**src/rtl/mesh_inject_arbiter_if.sv**
```systemverilog
// mesh_inject_arbiter_if: source request bus plus node injection port.
// slave = arbiter side, master = sources/node side.
interface mesh_inject_arbiter_if #(
  parameter int NUM_REQ    = 4,
  parameter int DATA_WIDTH = 32
);
  localparam int GW = $clog2(NUM_REQ);

  logic [NUM_REQ*DATA_WIDTH-1:0] req_data;
  logic [NUM_REQ-1:0]            req_valid;
  logic [NUM_REQ-1:0]            req_ready;
  logic [DATA_WIDTH-1:0]         dout;
  logic                          vout;
  logic                          rin;
  logic [GW-1:0]                 grant_id;

  modport slave (
    input  req_data, req_valid, rin,
    output req_ready, dout, vout, grant_id
  );

  modport master (
    output req_data, req_valid, rin,
    input  req_ready, dout, vout, grant_id
  );
endinterface

```
**src/rtl/mesh_inject_arbiter.sv**
```systemverilog
// mesh_inject_arbiter: round-robin, burst-locked arbiter feeding one mesh injection port.
// Define INJ_STATS_EN to add the pkt_count/stall_count delivery counters.
module mesh_inject_arbiter #(
  parameter int NUM_REQ    = 4,
  parameter int DATA_WIDTH = 32,
  parameter int MAX_BURST  = 4
) (
  input  logic clk,
  input  logic rst,
`ifdef INJ_STATS_EN
  output logic [31:0] pkt_count,
  output logic [31:0] stall_count,
`endif
  mesh_inject_arbiter_if.slave bus
);
  localparam int IW = $clog2(NUM_REQ);
  localparam int BW = $clog2(MAX_BURST + 1);
  localparam logic [BW-1:0] MAXB = BW'(MAX_BURST);

  logic [IW-1:0] ptr, owner, scan_ptr, scan_idx, grant;
  logic [BW-1:0] burst_cnt;
  logic          lock, load_en, owner_ok, rel_lock;
  logic          found, any_valid, accept;

  function automatic logic [IW-1:0] wrap_inc(input logic [IW-1:0] v);
    return (int'(v) == NUM_REQ - 1) ? '0 : v + 1'b1;
  endfunction

  assign load_en   = !bus.vout || bus.rin;
  assign any_valid = |bus.req_valid;
  assign owner_ok  = lock && bus.req_valid[owner] && (burst_cnt < MAXB);
  // Releasing the lock rescans from owner+1 in the same cycle.
  assign rel_lock  = lock && load_en && !owner_ok;
  assign scan_ptr  = rel_lock ? wrap_inc(owner) : ptr;
  assign grant     = owner_ok ? owner : scan_idx;
  assign accept    = load_en && any_valid && !rst;

  always_comb begin
    int idx;
    scan_idx = '0;
    found    = 1'b0;
    idx      = 0;
    for (int k = 0; k < NUM_REQ; k++) begin
      idx = int'(scan_ptr) + k;
      if (idx >= NUM_REQ) idx = idx - NUM_REQ;
      if (!found && bus.req_valid[idx]) begin
        found    = 1'b1;
        scan_idx = IW'(idx);
      end
    end
  end

  always_comb begin
    bus.req_ready = '0;
    if (accept) bus.req_ready[grant] = 1'b1;
  end

  always_ff @(posedge clk) begin
    if (rst) begin
      bus.dout     <= '0;
      bus.vout     <= 1'b0;
      bus.grant_id <= '0;
      ptr          <= '0;
      owner        <= '0;
      lock         <= 1'b0;
      burst_cnt    <= '0;
    end else begin
      if (rel_lock) begin
        lock <= 1'b0;
        ptr  <= wrap_inc(owner);
      end
      if (accept) begin
        bus.dout     <= bus.req_data[grant*DATA_WIDTH +: DATA_WIDTH];
        bus.vout     <= 1'b1;
        bus.grant_id <= grant;
        if (owner_ok) begin
          burst_cnt <= burst_cnt + 1'b1;
        end else begin
          owner     <= grant;
          lock      <= 1'b1;
          burst_cnt <= BW'(1);
        end
      end else if (bus.rin) begin
        bus.vout <= 1'b0;
      end
    end
  end

`ifdef INJ_STATS_EN
  always_ff @(posedge clk) begin
    if (rst) begin
      pkt_count   <= '0;
      stall_count <= '0;
    end else begin
      if (bus.vout && bus.rin)  pkt_count   <= pkt_count + 1;
      if (bus.vout && !bus.rin) stall_count <= stall_count + 1;
    end
  end
`endif
endmodule

```
**src/flat_wrapper.sv**
```systemverilog
// flat-port wrapper written by rule: the top's interface ports become plain ports
module mesh_inject_arbiter_flat 
#(
  parameter int NUM_REQ    = 4,
  parameter int DATA_WIDTH = 32,
  parameter int MAX_BURST  = 4
)
  (clk, rst, bus_req_data, bus_req_valid, bus_rin, bus_req_ready, bus_dout, bus_vout, bus_grant_id);
  mesh_inject_arbiter_if #(.NUM_REQ(NUM_REQ), .DATA_WIDTH(DATA_WIDTH)) bus_i ();
  input  logic clk;
  input  logic rst;
  input wire logic [$bits(bus_i.req_data)-1:0] bus_req_data;
  input wire logic [$bits(bus_i.req_valid)-1:0] bus_req_valid;
  input wire logic [$bits(bus_i.rin)-1:0] bus_rin;
  output wire logic [$bits(bus_i.req_ready)-1:0] bus_req_ready;
  output wire logic [$bits(bus_i.dout)-1:0] bus_dout;
  output wire logic [$bits(bus_i.vout)-1:0] bus_vout;
  output wire logic [$bits(bus_i.grant_id)-1:0] bus_grant_id;
  assign bus_i.req_data = bus_req_data;
  assign bus_i.req_valid = bus_req_valid;
  assign bus_i.rin = bus_rin;
  assign bus_req_ready = bus_i.req_ready;
  assign bus_dout = bus_i.dout;
  assign bus_vout = bus_i.vout;
  assign bus_grant_id = bus_i.grant_id;
  mesh_inject_arbiter #(.NUM_REQ(NUM_REQ), .DATA_WIDTH(DATA_WIDTH), .MAX_BURST(MAX_BURST)) u_core (.clk(clk), .rst(rst), .bus(bus_i));
endmodule
```
**config.mk**
```make
export PLATFORM = sky130hd
export DESIGN_NAME = mesh_inject_arbiter_flat
export DESIGN_NICKNAME = d
export VERILOG_FILES = /design/src/rtl/mesh_inject_arbiter_if.sv /design/src/rtl/mesh_inject_arbiter.sv /design/src/flat_wrapper.sv
export SDC_FILE = /design/constraint.sdc
export NUM_CORES = 1
export LEC_CHECK = 0
export CAP_MARGIN = 30
export CORE_MARGIN = 2
export CORE_UTILIZATION = 37
export DETAILED_ROUTE_END_ITERATION = 8
export MAX_ROUTING_LAYER = met4
export PLACE_DENSITY = 0.92
export SETUP_SLACK_MARGIN = 0.05
export SYNTH_ARGS = -nofsm -noshare
export SYNTH_HDL_FRONTEND = slang
export SYNTH_SLANG_ARGS = --single-unit
export TNS_END_PERCENT = 10
```
**constraint.sdc**
```tcl
create_clock -name clk -period 3.6 [get_ports clk]
set_input_delay 0.72 -clock clk [delete_from_list [all_inputs] [get_ports clk]]
set_output_delay 0.72 -clock clk [all_outputs]
set_load 0.05 [all_outputs]
```
======== Word level (Yosys, flattened, before mapping) ========
Cells that the tools add are included.
cells by class
  add/sub/neg operators ................... 9
  magnitude comparators ................... 12
  equality and inequality tests ........... 1
  shift operators ......................... 1
  multiplexer cells ....................... 37
  bitwise gates (word level) .............. 1
  reduce and logical (&&, ||, !) cells .... 20
operators by type and width
  operator                                                                               count
  32-bit by 4-bit less-than comparator with 1-bit output (second input constant)         4
  32-bit 2-to-1 mux                                                                      4
  128-bit by 8-bit variable part select with 32-bit output                               1
  32-bit by 4-bit greater-or-equal comparator with 1-bit output (second input constant)  3
  32-bit by 4-bit subtractor with 32-bit output (second input constant)                  3
  1-bit 2-to-1 mux                                                                       18
  2-bit 2-to-1 mux                                                                       7
  1-bit binary-select mux with 2-bit select                                              5
  1-bit logical AND                                                                      10
  2-bit by 2-bit adder with 3-bit output (second input constant)                         2
  1-bit logical NOT                                                                      6
  2-bit by 3-bit less-than comparator with 1-bit output (second input constant)          2
  4-bit 2-to-1 mux                                                                       1
  4-bit OR reduction                                                                     1
  2-bit by 3-bit subtractor with 4-bit output (second input constant)                    1
  2-bit by 1-bit adder with 3-bit output (second input constant)                         1
  3-bit by 1-bit adder with 3-bit output (second input constant)                         1
  2-bit by 3-bit greater-or-equal comparator with 1-bit output (second input constant)   1
  3-bit less-than comparator (second input constant)                                     1
  3-bit 2-to-1 mux                                                                       1
  2-bit by 1-bit adder with 2-bit output (second input constant)                         1
  1-bit demux with 2-bit select                                                          1
  2-bit by 1-bit == test with 1-bit output (second input constant)                       1
  2-bit by 1-bit greater-or-equal comparator with 1-bit output (second input constant)   1
  4 further kinds                                                                        4
storage, ports and cells
  bits in registers ....................... 43
  bits of input ports ..................... 135
  output and inout port bits .............. 39
  word-level logic and storage cells ...... 88

======== Longest topological paths before layout ========
  depth after elaboration ................. 28
  mapped depth ............................ 11
  mapped depth without buffers ............ 8

======== Least setup slack after synthesis ========
No wires, ideal clock.
  path kind ............................... input to output
  start ................................... in bus_rin
  end ..................................... out bus_req_ready[1]
  arrival ................................. 2.984 ns
  data required time ...................... 2.880 ns
  slack ................................... -0.104 ns
  cell stages on the path ................. 9
  path buffers ............................ 3
  path through ............................ nand2b_1 > nand2_1 > mux2i_1 > a2111o_1 > o31ai_2 > buf_4 > buf_8 > buf_8 > nor2b_1
on the way
  longest elaborated chain between the ends .. 25
  elaborated cells between the ends (all ways) .. 53
  those cells by class .................... add/sub: 7; order compare: 6; mux: 28; reduce/logical: 12
ends and longest elaborated chain
  item                                                                                                    RTL line                   source
  start: declaration                                                                                      flat_wrapper.sv:14         input wire logic [$bits(bus_i.rin)-1:0] bus_rin;
  1-bit logical OR *                                                                                      mesh_inject_arbiter.sv:29  assign load_en = !bus.vout || bus.rin;
  parallel branches: the longest is 23 deep, another holds 32-bit by 4-bit subtractor with 32-bit output  -
  4-bit 2-to-1 mux *                                                                                      mesh_inject_arbiter.sv:55  if (accept) bus.req_ready[grant] = 1'b1;
  end: declaration                                                                                        flat_wrapper.sv:15         output wire logic [$bits(bus_i.req_ready)-1:0] bus_req_ready;
Every way passes the cells marked *. The select of a mux whose other input is x is not followed.

======== Final worst setup path ========
  start ................................... in bus_req_valid[2]
  end ..................................... out bus_req_ready[0]
on the way
  longest elaborated chain between the ends .. 28
  elaborated cells between the ends (all ways) .. 57
  those cells by class .................... add/sub: 7; order compare: 6; mux: 30; reduce/logical: 14
ends and longest elaborated chain
  item                                                                                                    RTL line                   source
  start: declaration                                                                                      flat_wrapper.sv:13         input wire logic [$bits(bus_i.req_valid)-1:0] bus_req_valid;
  parallel branches: the longest is 27 deep, another holds 32-bit by 4-bit subtractor with 32-bit output  -
  4-bit 2-to-1 mux *                                                                                      mesh_inject_arbiter.sv:55
Marks and branches as above.

==> results_dict.tcl <==
set metrics [dict create \
    layout_common_cells "164 x clkdlybuf4s50_1, 66 x mux2i_1, 42 x nand2_1, 42 x dfxtp_1, 27 x buf_4" \
    r2r_end "u_core.bus.dout[25]" \
    layout-drive-gt1-share 0.186 \
    antenna_found_initial 0 \
    p_sw_frac 0.386 \
    power_frac_seq 0.319 \
    yosysTopAreaCell "dfxtp_1" \
    worst-path-max-fanout 5 \
    viasPerCell 5.17 \
    netlist_area_um2 2730 \
    p_comb_frac 0.526 \
    grt_pass1_wl_mm 14.7 \
    synthTopCellsByArea "dfxtp_1 32%, mux2i_1 25%, o221ai_2 13%" \
    clock_latency_ps 280 \
    die_w_um 89.9 \
    clk_pin_slew_ps 80 \
    routedWlPerCell_um 16.8 \
    post-route-util 0.675 \
    drtIter0Drc 97 \
    max_freq_mhz 288 \
    cts_tree "done" \
    holdPathStages 2 \
    setup_viol 0 \
    cpPeakStageDelay_ps 390 \
    clkPwrFrac 0.155 \
    drv_cap 0 \
    hold_start "u_core.bus.grant_id[1]" \
    cpMaxStageDelayCell "o31ai_4" \
    min_to "u_core.bus.grant_id[1]" \
    ys_types 41 \
    crit_top_cell "buf_6" \
    cts_buffers 5 \
    period_share 0.963 \
    ys_seq_area_frac 0.315 \
    synthCells 269 \
    cp-start-kind "input port" \
    p_switching_w 0.000708 \
    fillers 611 \
    ys_ff_latch 43 \
    end_kind "output port" \
    finalHoldViolations 0 \
    dpl_cell_area_um2 4670 \
    path_cells "dlygate4sd2_1 -> mux2_4 -> o2bb2ai_4 -> buf_4 -> a2111o_1 -> o31ai_4 -> buf_6 -> nor2_1 -> buf_6" \
    reg2reg_from "u_core.owner[0]" \
    first_pass_iters 4 \
    p_total_w 0.00184 \
    placed_cells 545 \
    peakVddDrop_mv 0.223 \
    grtUsageTotal 0.231 \
    place_congestion 0.890 \
    ant_nets 0 \
    hold_buffers 0 \
    dp_hpwl_mm 7.29 \
    finalNetCount 595 \
    area.growth.synth_to_final_pct 78.3 \
    synth_top_area_share 0.315 \
    setup_tns_ps 0 \
    power.density_nw_per_um2 377 \
    fin_skew_ps 3.31 \
    path_delay_family "compound AO/OA/AOI/OAI gates" \
    fin_crit_ps 3470 \
    critPathBufInv 4 \
    synth_nets 406 \
    clockBufferDepth 2 \
    io_buffers 173 \
    yosysWarnings 0 \
    tightest_slew_ps 562 \
    core_area_um2 7210 \
    drc 0 \
    crit_type "input port to output port" \
    rsz0062_at_grt "no" \
    dr_total_vias 2875 \
    relSlewSlack 0.624 \
    htree_levels 2 \
    syn_area_per_cell_um2 10.1 \
    cp.arrival_ps 2750 \
    r2r_cells 9 \
    start_util 0.378 \
    final_cells 556 \
    internal_power_w 0.00113 \
    grt_max_degree 36 \
    wl_mm 9.34 \
    diodes 0 \
    grt_pass1_vias 3105 \
    status "finished clean" \
    dieArea_um2 8080 \
    cp.required_ps 2880 \
    p_leak_nw 1.86 \
    numClockSinks 43 \
    final_cell_area_um2 4870 \
    die_y_um 89.9 \
    maxSlewViolCount 0 \
    placementRows 31 \
    hold_class "register to register" \
    grt_overflow 0 \
    clockRootBuffer "clkbuf_8" \
    final_common_cell "clkdlybuf4s50_1" \
    reg2reg_slack_ps 470 \
    ios 174 \
]
[sequential cells by signal (all words and copies together) (netlist names)]
signal and count:
u_core.lock 1, u_core.ptr 2, u_core.bus.grant_id 2, u_core.owner 2, u_core.bus.dout 32, u_core.burst_cnt 3
u_core.bus.vout 1
[logic make-up (layout without fill, tap and decap cells)]
family | after synthesis | in the layout | synth area share
simple gates | 80 | 80 | 0.132
buf+inv | 21 | 209 | 0.0596
mux | 69 | 69 | 0.256
flops | 43 | 43 | 0.315
compound gates | 54 | 54 | 0.228
fa+ha+maj | 2 | 2 | 0.00916
[worst max path at each step]
stage	from	end	slack (ps)	depth (start not counted)
floorplan	bus_rin	bus_req_ready[3]	-100	9
global placement	bus_req_valid[0]	bus_req_ready[3]	-180	9
detailed placement	bus_req_valid[1]	bus_req_ready[3]	-270	9
CTS	bus_rin	bus_req_ready[0]	40	9
global route	bus_req_valid[2]	bus_req_ready[0]	60	11
finish	bus_req_valid[2]	bus_req_ready[0]	130	9
[routing by layer]
layer | vias up | global-route usage | share of wire
met5 | - | - | 0
met4 | 0 | 0.0513 | 0.014
met3 | 8 | 0.0511 | 0.058
met2 | 127 | 0.435 | 0.53
met1 | 1340 | 0.248 | 0.40
li1 | 1400 | - | -
[area by class of cell]
cell class	instances	area (µm²)	area share
Clock buffer	6	72.6	0.0149
Multi-Input combinational cell	205	1810	0.372
Sequential cell	43	862	0.177
Tap cell	99	124	0.0254
Timing Repair Buffer	202	1990	0.410
Inverter	1	3.75	0.000771
[worst reg2reg max path: stages, from the launching register on]
cell       delay (ps)
dfxtp_1           550
mux2_4            380
o2bb2ai_4         180
buf_4             160
a2111o_1          350
o31ai_4           390
buf_4             240
buf_12            260
mux2i_1           360
o221ai_2          140
[cells in the mapped netlist, drive strengths merged]
cell / n
mux2i: 68
dfxtp: 43
nand2: 43
o221ai: 33
nor2: 16
buf: 14
a21oi: 7
clkbuf: 6
nand3: 4
nor2b: 3
o21ai: 3
or2: 3
ha: 2
nand2b: 2
nand3b: 2
nor4: 2
o211ai: 2
o311ai: 2
a2111o: 1
a2bb2oi: 1
a31oi: 1
and3b: 1
and4: 1
inv: 1
mux2: 1
nand4: 1
nor3: 1
o21a: 1
o2bb2ai: 1
o31ai: 1
o41a: 1
or3b: 1
[repair_timing]
action / in CTS / in global routing
setup buffers: 4 / 1
setup endpoints to repair: 4 / 4
gates resized for setup: 15 / 9
pin swaps: 8 / 3
[power by group through the flow]
stage	Sequential, W	Clock [W]	Combinational [W]
global route	0.000594	0.000314	0.00101
CTS	0.000583	0.000300	0.000957
detailed placement	0.000591	0	0.000937
global placement	0.000590	0	0.000920
finish	0.000585	0.000285	0.000966
floorplan	0.000792	0	0.000379
[stage by stage]
stage	hold slack, ps	setup slack [ps]
floorplan	436	-104
global placement	430	-175
detailed placement	449	-272
CTS	467	35.4
global route	496	56.3
finish	458	134
No activity file was read; power rests on OpenSTA's default activity.
